[src/rtl/serial_shift_unit_pkg.sv]
// Shared constants for the serial shift unit: opcodes, FSM states, datapath width.
package serial_shift_unit_pkg;

    localparam int WIDTH_DEF = 16;
    localparam int CNT_W_DEF = 4;

    localparam logic [1:0] OP_SHL = 2'd0;
    localparam logic [1:0] OP_SHR = 2'd1;
    localparam logic [1:0] OP_ROL = 2'd2;
    localparam logic [1:0] OP_ROR = 2'd3;

    typedef enum logic [1:0] {
        ST_IDLE  = 2'd0,
        ST_SHIFT = 2'd1,
        ST_DONE  = 2'd2
    } state_t;

endpackage

[src/rtl/serial_shift_unit_step.sv]
// One-bit combinational shift/rotate step used by the serial shift unit.
module shift_step_16
    import serial_shift_unit_pkg::*;
(
    input  logic [15:0] value,
    input  logic [1:0]  op,
    output logic [15:0] next_value,
    output logic        out_bit
);

    // Select the single-bit transformation and the bit that leaves the word
    always_comb begin
        next_value = value;
        out_bit    = 1'b0;
        case (op)
            OP_SHL: begin
                next_value = {value[14:0], 1'b0};
                out_bit    = value[15];
            end
            OP_SHR: begin
                next_value = {1'b0, value[15:1]};
                out_bit    = value[0];
            end
            OP_ROL: begin
                next_value = {value[14:0], value[15]};
                out_bit    = value[15];
            end
            OP_ROR: begin
                next_value = {value[0], value[15:1]};
                out_bit    = value[0];
            end
            default: begin
                next_value = value;
                out_bit    = 1'b0;
            end
        endcase
    end

endmodule

[src/rtl/serial_shift_unit.sv]
// Multi-cycle 16-bit shifter: one single-bit step per clock, done pulse on completion.
module serial_shift_unit
    import serial_shift_unit_pkg::*;
#(
    parameter int WIDTH = WIDTH_DEF,
    parameter int CNT_W = CNT_W_DEF
) (
    input  logic             clk,
    input  logic             reset,
    input  logic             start,
    input  logic [1:0]       op,
    input  logic [CNT_W-1:0] amount,
    input  logic [WIDTH-1:0] data_in,
    output logic             busy,
    output logic             done,
    output logic [WIDTH-1:0] result,
    output logic             carry_out
);

    state_t           state_r, next_state_s;
    logic [CNT_W-1:0] count_r, next_count_s;
    logic [1:0]       op_r, next_op_s;
    logic [WIDTH-1:0] result_r, next_result_s;
    logic             carry_r, next_carry_s;
    logic             busy_r, done_r;
    logic [WIDTH-1:0] step_value_s;
    logic             step_bit_s;

    shift_step_16 u_step (
        .value      (result_r),
        .op         (op_r),
        .next_value (step_value_s),
        .out_bit    (step_bit_s)
    );

    // Next-state, counter and datapath update logic
    always_comb begin
        next_state_s  = state_r;
        next_count_s  = count_r;
        next_op_s     = op_r;
        next_result_s = result_r;
        next_carry_s  = carry_r;
        case (state_r)
            ST_IDLE, ST_DONE: begin
                if (start) begin
                    next_result_s = data_in;
                    next_op_s     = op;
                    next_count_s  = amount;
                    next_carry_s  = 1'b0;
                    next_state_s  = ST_SHIFT;
                end else begin
                    next_state_s  = ST_IDLE;
                end
            end
            ST_SHIFT: begin
                if (count_r != {CNT_W{1'b0}}) begin
                    next_result_s = step_value_s;
                    next_carry_s  = step_bit_s;
                    next_count_s  = count_r - {{(CNT_W-1){1'b0}}, 1'b1};
                end else begin
                    next_count_s  = count_r;
                end
                // Zero amount still spends one cycle here so latency is max(amount,1)
                if (count_r <= {{(CNT_W-1){1'b0}}, 1'b1}) begin
                    next_state_s = ST_DONE;
                end else begin
                    next_state_s = ST_SHIFT;
                end
            end
            default: begin
                next_state_s = ST_IDLE;
            end
        endcase
    end

    // State and datapath registers; busy/done are registered from the next state
    always_ff @(posedge clk) begin
        if (reset) begin
            state_r  <= ST_IDLE;
            count_r  <= {CNT_W{1'b0}};
            op_r     <= 2'd0;
            result_r <= {WIDTH{1'b0}};
            carry_r  <= 1'b0;
            busy_r   <= 1'b0;
            done_r   <= 1'b0;
        end else begin
            state_r  <= next_state_s;
            count_r  <= next_count_s;
            op_r     <= next_op_s;
            result_r <= next_result_s;
            carry_r  <= next_carry_s;
            busy_r   <= (next_state_s == ST_SHIFT);
            done_r   <= (next_state_s == ST_DONE);
        end
    end

    assign busy      = busy_r;
    assign done      = done_r;
    assign result    = result_r;
    assign carry_out = carry_r;

endmodule

[config.mk]
export PLATFORM = sky130hd
export DESIGN_NAME = serial_shift_unit
export DESIGN_NICKNAME = d
export VERILOG_FILES = /design/src/rtl/serial_shift_unit_pkg.sv /design/src/rtl/serial_shift_unit_step.sv /design/src/rtl/serial_shift_unit.sv
export SDC_FILE = /design/constraint.sdc
export NUM_CORES = 1
export LEC_CHECK = 0
export BUFFER_PORTS_ARGS = -buffer_cell sky130_fd_sc_hd__buf_2
export CELL_PAD_IN_SITES_DETAIL_PLACEMENT = 0
export CELL_PAD_IN_SITES_GLOBAL_PLACEMENT = 2
export CORE_MARGIN = 4
export CORE_UTILIZATION = 30
export DETAILED_ROUTE_END_ITERATION = 7
export PLACE_DENSITY = 0.77
export SYNTH_ARGS = -nofsm -noshare
export SYNTH_HDL_FRONTEND = slang
export SYNTH_HIERARCHICAL = 1
export SYNTH_SLANG_ARGS = --single-unit
[constraint.sdc]
create_clock -name clk -period 2.14 [get_ports clk]
set_clock_uncertainty 0.15 [all_clocks]
set_input_delay 0.214 -clock clk [delete_from_list [all_inputs] [get_ports clk]]
set_output_delay 0.214 -clock clk [all_outputs]
set_load 0.02 [all_outputs]
==> out/results.tsv <==
stage	metric	value	unit
clock_tree	clock_sinks	27	
timing	worst_pin_slew	468	ps
cells_and_area	layout.cells.non_filler	275	
cells_and_area	finalNetCount	236	
logic_synthesis	yosys.cell_types.count	34	
timing	finalHoldViolCount	0	
timing	drv_slew	0	
logic_synthesis	netlist_area	0.00154	mm2
floorplanning	core_area	0.00485	mm2
logic_synthesis	synth_most_common_cell	nand2_1	
global_route	grt_max_degree	23	
clock_tree	cts_root_buffer	clkbuf_8	
power	power_density	755	mW/mm2
worst_setup_path	critPathRequiredTime	2170	ps
global_route	grt_util_all_layers	0.128	
logic_synthesis	synthTopCellsByCount	37 x nand2_1, 27 x dfxtp_1, 25 x nor2_1	
timing	setup_tns	0	ps
global_route	antenna_found_initial	0	
logic_synthesis	synth_edf_count	0	
clock_tree	h-tree-depth	1	
clock_tree	clk_path_buf_depth	2	
logic_synthesis	synth_seq_cells	27	
drt	ant_nets	0	
timing	max_freq	553	MHz
worst_setup_path	crit_path_end_kind	register	
clock_tree	numCtsBuffers	3	
cells_and_area	drive_gt1_frac	0.399	
logic_synthesis	synth-async-reset-ratio	0	
floorplanning	start_util	0.318	
drt	via_per_inst	4.77	
logic_synthesis	synth-main-ff-cell	dfxtp_1	
logic_synthesis	avgSynthCellArea	9.13	um2
floorplanning	io_pins	44	
cells_and_area	fillers	520	
worst_setup_path	arrival	1840	ps
placed_design	dp.cells	271	
outcome	outcome	finished clean	
cells_and_area	seq_area	541	um2
floorplanning	die_h	79.7	um
global_route	grt_pass1_wl	6530	um
worst_setup_path	timing.rr.start	count_r[0]	
cells_and_area	areaGrowthSynthToFinish	19.1	%
worst_hold_path	min-delay-start	op[0]	
drt	drt_iter0_drc	46	
worst_setup_path	cp_max_fo	21	
placed_design	io_buffer_count	43	
logic_synthesis	yosysSeqAreaShare	0.350	
power	p_leak	0.791	nW
timing	setup_viol	0	
timing	period_share	0.846	
logic_synthesis	syn_inst	169	
worst_hold_path	hold_class	in2reg	
worst_setup_path	cp-startpoint	count_r[0]	
worst_setup_path	startpoint_type	register	
logic_synthesis	ys_warn_count	6	
clock_tree	insertion_delay	280	ps
floorplanning	num_rows	25	
clock_tree	post_cts_buffers	0	
floorplanning	dieWidth	79.7	um
placed_design	gp_congestion	0.758	
logic_synthesis	synth_largest_area_cell	dfxtp_1	
placed_design	hpwl	2860	um
global_route	grt_pass1_vias	1347	
drt	dr.pass1.iters	4	
cells_and_area	multi_input_area	881	um2
clock_tree	tritoncts	yes	
drt	routed_wl	3800	um
job	cap_violations	0	
drt	drc_errors	0	
drt	routedWlPerCell	13.8	um
logic_synthesis	yosys-top-cells-area	dfxtp_1 35%, a311oi_2 9.7%, nand2_1 9.0%	
floorplanning	dieArea	0.00635	mm2
global_route	overflow	0	
timing	post-route-min-period	1810	ps
cells_and_area	diodes	0	
power	ir_drop	0.426	mV
worst_setup_path	path_class	reg2reg	
clock_tree	ctsResizeCount	0	
clock_tree	cts_hold_buf	0	
logic_synthesis	synthesis.nets	196	
logic_synthesis	synth_top_area_frac	0.350	
clock_tree	clk_pin_slew_worst_paths	90	ps
timing	rsz0062_at_grt	false	
timing	slew-limit-headroom	0.687	
drt	num_vias	1311	
-- worst max-delay path: stages (launching register included) --
cell      delay (ps)
dfxtp_1          380
inv_1             70
ha_1             220
nor3b_2          190
o21ai_4          130
buf_4            260
nor2_1            60
a311oi_1         250
-- cell usage in the layout, fill, tap and decap left out, types with 2 or more instances in the layout --
cell type and instances:
buf_4 5, a311oi_1 6, nand2_1 37, nor2b_1 3, mux2_2 10, inv_1 4
a311oi_2 10, buf_2 43, ha_1 2, mux2_4 6, dfxtp_1 27, clkbuf_8 3
mux2i_1 2, nor2_1 25, nor3_1 3, o21ai_0 5
-- through the flow --
stage | setup WS, ps | util | power (mW) | hold slack, ps | instance area (um2)
6_report | 330 | 0.379 | 1.39 | 16.7 | 1840
4_1_cts | 319 | 0.379 | 1.41 | 15.7 | 1840
3_5_place_dp | 336 | 0.370 | 1.11 | 306 | 1790
2_1_floorplan | 483 | - | 0.984 | 208 | 1540
5_1_grt | 125 | 0.379 | 1.48 | 36.7 | 1840
3_3_place_gp | 419 | 0.370 | 1.10 | 299 | 1790
-- final cells by class --
class / count / share of cell area
inverters: 4 / 0.00817
clock buffers: 4 / 0.0245
well taps: 67 / 0.0456
flip-flops and latches: 27 / 0.294
repair buffers: 49 / 0.148
multi-input cells: 124 / 0.479
-- logic make-up (layout without fill, tap and decap cells) --
logic type | after synthesis | after routing | synth area share
AO/OA/AOI/OAI | 31 | 31 | 0.208
adder cells (fa/ha/maj) | 2 | 2 | 0.0162
buffers and inverters | 18 | 57 | 0.0787
flip-flops | 27 | 27 | 0.350
multiplexers | 18 | 18 | 0.144
XOR/XNOR | 1 | 1 | 0.00568
AND/OR/NAND/NOR | 72 | 72 | 0.197
-- state kept, by name, indices dropped and copies added (netlist names) --
name,flops
done,1
op_r,2
busy,1
result,16
carry_out,1
count_r,4
state_r,2
-- report_power, final --
group,leakage (nW),switching (mW),internal (mW)
Combinational,0.545,0.256,0.205
Sequential,0.223,0.0646,0.561
Clock,0.0228,0.166,0.134
-- routing by layer --
metal / vias up / GRT usage / part of all wire
met3: 2 / 0.0384 / 0.062
met5: - / 0 / 0
met4: 0 / 0.0172 / 0.0039
met2: 33 / 0.225 / 0.48
met1: 606 / 0.157 / 0.45
li1: 670 / - / -
-- worst paths after layout --
check                     to  slack, ps  cells past startpoint
setup / recovery  result[12]        330                      7
hold / removal       op_r[0]         20                      3
setup reg to reg  result[12]        330                      7
hold reg to reg   count_r[1]        340                      2
Note: power is estimated with default switching activity, not from simulation.
